[config.mk]
export PLATFORM = sky130hd
export DESIGN_NAME = stage6_mc8_serializer
export DESIGN_NICKNAME = d
export VERILOG_FILES = /design/src/rtl/stage6_mc8_serializer.sv
export SDC_FILE = /design/constraint.sdc
export NUM_CORES = 1
export LEC_CHECK = 0
export BUFFER_PORTS_ARGS = -buffer_cell sky130_fd_sc_hd__buf_2
export CORE_MARGIN = 5
export CORE_UTILIZATION = 56
export DETAILED_ROUTE_END_ITERATION = 8
export PLACE_DENSITY = 0.85
export SLEW_MARGIN = 30
export SYNTH_ARGS = -nofsm -noshare
export SYNTH_HDL_FRONTEND = slang
export SYNTH_SLANG_ARGS = --single-unit
[constraint.sdc]
create_clock -name clk -period 4.9 [get_ports clk]
set_input_delay 0.245 -clock clk [delete_from_list [all_inputs] [get_ports clk]]
set_output_delay 0.245 -clock clk [all_outputs]
set_load 0.02 [all_outputs]
[src/rtl/stage6_mc8_serializer.sv]
// Stage-6 serializer: accepts a group of three MC8 lane fields and emits the
// non-default ones one per cycle, lowest lane first, on a valid/ready stream.
module stage6_mc8_serializer #(
    parameter int                 FIELD_W       = 64,
    parameter logic [FIELD_W-1:0] DEFAULT_INFOR = '0
) (
    input  logic               clk,
    input  logic               rst_n,
    input  logic               message_en,
    input  logic [FIELD_W-1:0] MC8_1,
    input  logic [FIELD_W-1:0] MC8_2,
    input  logic [FIELD_W-1:0] MC8_3,
    output logic               in_ready,
    output logic               out_valid,
    input  logic               out_ready,
    output logic [FIELD_W-1:0] out_MC8,
    output logic [1:0]         out_lane,
    output logic               out_last,
    output logic [15:0]        grp_count,
    output logic [15:0]        empty_count
);

    typedef enum logic {
        IDLE,
        EMIT
    } state_t;

    state_t             r_state;
    state_t             w_stateNext;
    logic [2:0]         r_pend;
    logic [2:0]         w_pendNext;
    logic [FIELD_W-1:0] r_hold1;
    logic [FIELD_W-1:0] r_hold2;
    logic [FIELD_W-1:0] r_hold3;
    logic [15:0]        r_grpCount;
    logic [15:0]        r_emptyCount;

    logic [2:0]         w_newPend;
    logic               w_accept;
    logic               w_transfer;
    logic [1:0]         w_lane;
    logic [2:0]         w_laneMask;
    logic [FIELD_W-1:0] w_data;
    logic               w_last;

    assign w_newPend = {MC8_3 != DEFAULT_INFOR, MC8_2 != DEFAULT_INFOR, MC8_1 != DEFAULT_INFOR};

    // Presentation is driven purely from registered state, so out_valid and
    // the payload never depend combinationally on out_ready.
    always_comb begin
        w_lane     = 2'd0;
        w_laneMask = 3'b000;
        w_data     = DEFAULT_INFOR;
        if (r_pend[0]) begin
            w_lane     = 2'd1;
            w_laneMask = 3'b001;
            w_data     = r_hold1;
        end else if (r_pend[1]) begin
            w_lane     = 2'd2;
            w_laneMask = 3'b010;
            w_data     = r_hold2;
        end else if (r_pend[2]) begin
            w_lane     = 2'd3;
            w_laneMask = 3'b100;
            w_data     = r_hold3;
        end
    end

    assign w_last     = (r_state == EMIT) && ((r_pend & ~w_laneMask) == 3'b000);
    assign out_valid  = (r_state == EMIT);
    assign out_MC8    = w_data;
    assign out_lane   = w_lane;
    assign out_last   = w_last;
    assign w_transfer = out_valid & out_ready;

    // Ready also rises on the final transfer so the next group lands with no bubble.
    assign in_ready = (r_state == IDLE) | (w_transfer & w_last);
    assign w_accept = message_en & in_ready;

    always_comb begin
        w_stateNext = r_state;
        w_pendNext  = r_pend;
        if (w_accept) begin
            w_pendNext  = w_newPend;
            w_stateNext = (w_newPend != 3'b000) ? EMIT : IDLE;
        end else if (w_transfer) begin
            w_pendNext = r_pend & ~w_laneMask;
            if (w_last) begin
                w_stateNext = IDLE;
            end
        end
    end

    always_ff @(posedge clk or negedge rst_n) begin
        if (!rst_n) begin
            r_state <= IDLE;
            r_pend  <= 3'b000;
        end else begin
            r_state <= w_stateNext;
            r_pend  <= w_pendNext;
        end
    end

    always_ff @(posedge clk or negedge rst_n) begin
        if (!rst_n) begin
            r_hold1 <= DEFAULT_INFOR;
            r_hold2 <= DEFAULT_INFOR;
            r_hold3 <= DEFAULT_INFOR;
        end else if (w_accept) begin
            r_hold1 <= MC8_1;
            r_hold2 <= MC8_2;
            r_hold3 <= MC8_3;
        end
    end

    // Statistics counters wrap naturally at 16 bits.
    always_ff @(posedge clk or negedge rst_n) begin
        if (!rst_n) begin
            r_grpCount   <= 16'd0;
            r_emptyCount <= 16'd0;
        end else if (w_accept) begin
            if (w_newPend != 3'b000) begin
                r_grpCount <= r_grpCount + 16'd1;
            end else begin
                r_emptyCount <= r_emptyCount + 16'd1;
            end
        end
    end

    assign grp_count   = r_grpCount;
    assign empty_count = r_emptyCount;

endmodule

==> results.cfg <==
[clock_network]
cts_tree = done
cts_sinks = 228
htree_levels = 1
postCtsSetupBuffers = 0
path_clk_slew_ns = 0.06
clk_path_buf_depth = 3
cts_root_buffer = clkbuf_16
clock_latency_ns = 0.52
cts_made_buffers = 24

[yosys]
ys_seq_elements = 228
ys_seq_area_frac = 0.551
yosysWarnings = 0
ys.flop_type = dfrtp_1
postSynthCellCount = 846
avgSynthCellArea_um2 = 12.2
synth_edf_count = 0
async_flop_share = 1.00
synth_area_um2 = 10400
syn_nets = 1044
synth.distinct_cells = 35

[critical_path]
reg2reg_from = r_pend[0]$_DFFE_PN0P_
end_kind = register
setup.worst_path.start_class = input pin
rr_endpoint = grp_count[12]$_DFFE_PN0P_
cp_cell_sequence = dlygate4sd3_1, buf_2, nor4_1, nand4_1, nor4_4, nand4b_4, nor4_1, xor2_1
slowest_stage = nor4_1
critPathArrivalTime_ns = 3.58
crit_required_ns = 5.27
startpoint = MC8_3[21]
ff2ff_path_depth = 6
critPathCapture = empty_count[14]$_DFFE_PN0P_
cp_max_fo = 16
r2r_setup_slack_ns = 2.03
critPathMostFrequentCell = nor4_1
crit_path_max_incr_delay_ns = 0.72
crit_type = input pin to register

[sta]
worst_slew_pin_slew_ns = 0.955
fin_skew_ns = 0.0160
report.final.slew_viol_count = 0
finalSetupTns_ns = 0
post-route-period-util = 0.655
finalCriticalPeriod_ns = 3.21
rsz0062_at_grt = no
slew_headroom = 0.363
setup_viol = 0
max_freq_ghz = 0.312
finalHoldViolations = 0

[drt]
final_antenna_net_count = 0
drtPass1Iterations = 5
vias = 9505
vias_per_cell = 6.12
routed_wl_mm = 37.0
drc = 0
post_drt_wl_per_cell_um = 23.8
drt_iter0_drc = 937

[floorplanning]
initial_core_util = 0.573
core-area_um2 = 18100
fp.dieH_um = 146
rows = 49
fp.dieArea_um2 = 21300
die_w_um = 146
num_io_pins = 297

[hold_path]
min-delay-path-class = input pin to register
min_path_cells = 2

[power]
power_density_nw_per_um2 = 629
leakagePower_nw = 6.71
max-vdd-ir-drop_mv = 0.414

[placed_design]
io_buffer_count = 296
place_inst = 1322
dp_hpwl_mm = 21.4
place.gp.congestion = 0.866

[flow_run]
cap_violations = 0

[cells_and_area]
drive_gt1_frac = 0.415
area_growth_pct = 41.2
nNetsFinal = 1497
stdcell_count = 1553

[grt]
grt_max_degree = 139
grt_pass1_vias = 10400
grt_pass1_wl_mm = 57.2
track_usage = 0.339
grt.overflow.total = 0
antenna_found_initial = 7

[status]
outcome = finished clean
per-layer routing:
metal,vias to the layer above,global-route usage,wire length [um]
li1,4040,-,-
met1,4649,0.407,13700
met2,610,0.567,18200
met3,206,0.0604,2420
met4,0,0.214,2660
met5,-,0,0
worst max-delay path: cells and delay by family:
kind | cells | cell delay [ns]
buffers and inverters | 2 | 0.70
AND/OR/NAND/NOR | 5 | 2.51
XOR/XNOR | 1 | 0.12
state kept, by name (all words and copies together) (netlist names):
name	flops
r_pend	3
r_hold1	64
r_hold2	64
empty_count	16
out_valid	1
r_hold3	64
grp_count	16
timing repair:
item,4_1_cts,5_1_grt
gates resized for setup,0,0
hold buffers,177,1
hold endpoints to repair,289,1
cell type report:
type	instances	area, um^2
clock inverter	4	47.5
timing repair buffer	481	3380
antenna	8	20.0
multi-input combinational	558	4420
inverter	6	22.5
sequential	228	5710
fill	974	3460
clock buffer	39	738
tap	229	287
cell usage in the layout, fill, tap and decap left out, drive strengths merged, types with 6 or more instances in the layout:
cell type	Yosys	final
nor4	54	54
dfrtp	228	228
nor2	13	13
clkbuf	26	39
nand3	15	15
nand2	76	76
diode	0	8
inv	6	6
nand4	19	19
dlygate4sd3	0	178
buf	28	303
a22oi	64	64
o21ai	68	68
xor2	15	15
xnor2	15	15
mux2	194	194
power by group:
group / internal, mW / total [mW] / switching (mW)
Clock: 1.08 / 1.83 / 0.751
Sequential: 2.75 / 3.36 / 0.609
Combinational: 1.72 / 4.01 / 2.30
Total: 5.54 / 9.20 / 3.66
synthesized netlist by cell type, types with 4 or more instances:
library cell,n,area share
nand3_1,15,0.0072
nor4_1,50,0.030
xor2_1,15,0.013
xnor2_1,15,0.013
a22oi_1,64,0.046
nand2_1,75,0.027
and3_1,5,0.0030
inv_1,6,0.0022
dfrtp_1,228,0.55
buf_1,11,0.0040
nor3_1,4,0.0019
clkbuf_1,26,0.0094
mux2_2,194,0.21
o21ai_0,67,0.032
nor2_1,13,0.0047
nand4_1,19,0.011
buf_2,15,0.0072
worst min path at each step:
stage	endpoint	slack [ns]	from
final	r_hold1[20]$_DFFE_PN0P_	0.01	MC8_1[20]
after global routing	r_hold3[5]$_DFFE_PN0P_	0.002	MC8_3[5]
after CTS	r_hold3[63]$_DFFE_PN0P_	0.0006	MC8_3[63]
after detailed placement	r_hold3[50]$_DFFE_PN0P_	0.36	rst_n
after global placement	r_hold3[50]$_DFFE_PN0P_	0.36	rst_n
after floorplan	empty_count[0]$_DFFE_PN0P_	-0.05	rst_n
cells by family (layout without fill, tap and decap cells):
group                    Yosys count  after routing  synth area share
AND/OR/NAND/NOR                  194            194             0.101
buffers and inverters             60            530            0.0246
multiplexers                     195            195             0.212
XOR/XNOR                          30             30            0.0254
adder cells (fa/ha/maj)            3              3           0.00350
other                              0              8                 0
AO/OA/AOI/OAI                    136            136            0.0826
flip-flops                       228            228             0.551
per-stage QoR:
stage	total power [mW]	cell area, um^2	utilization	worst slack [ns]	hold WS [ns]
final	9.20	14600	0.808	1.69	0.0144
after global routing	9.60	14600	0.808	1.56	0.00171
after CTS	8.92	14500	0.804	1.35	0.000571
after detailed placement	6.98	12000	0.662	1.50	0.365
after global placement	6.82	12000	0.662	1.62	0.364
after floorplan	5.74	10400	-	2.77	-0.0506
No activity file was read; power rests on OpenSTA's default activity.
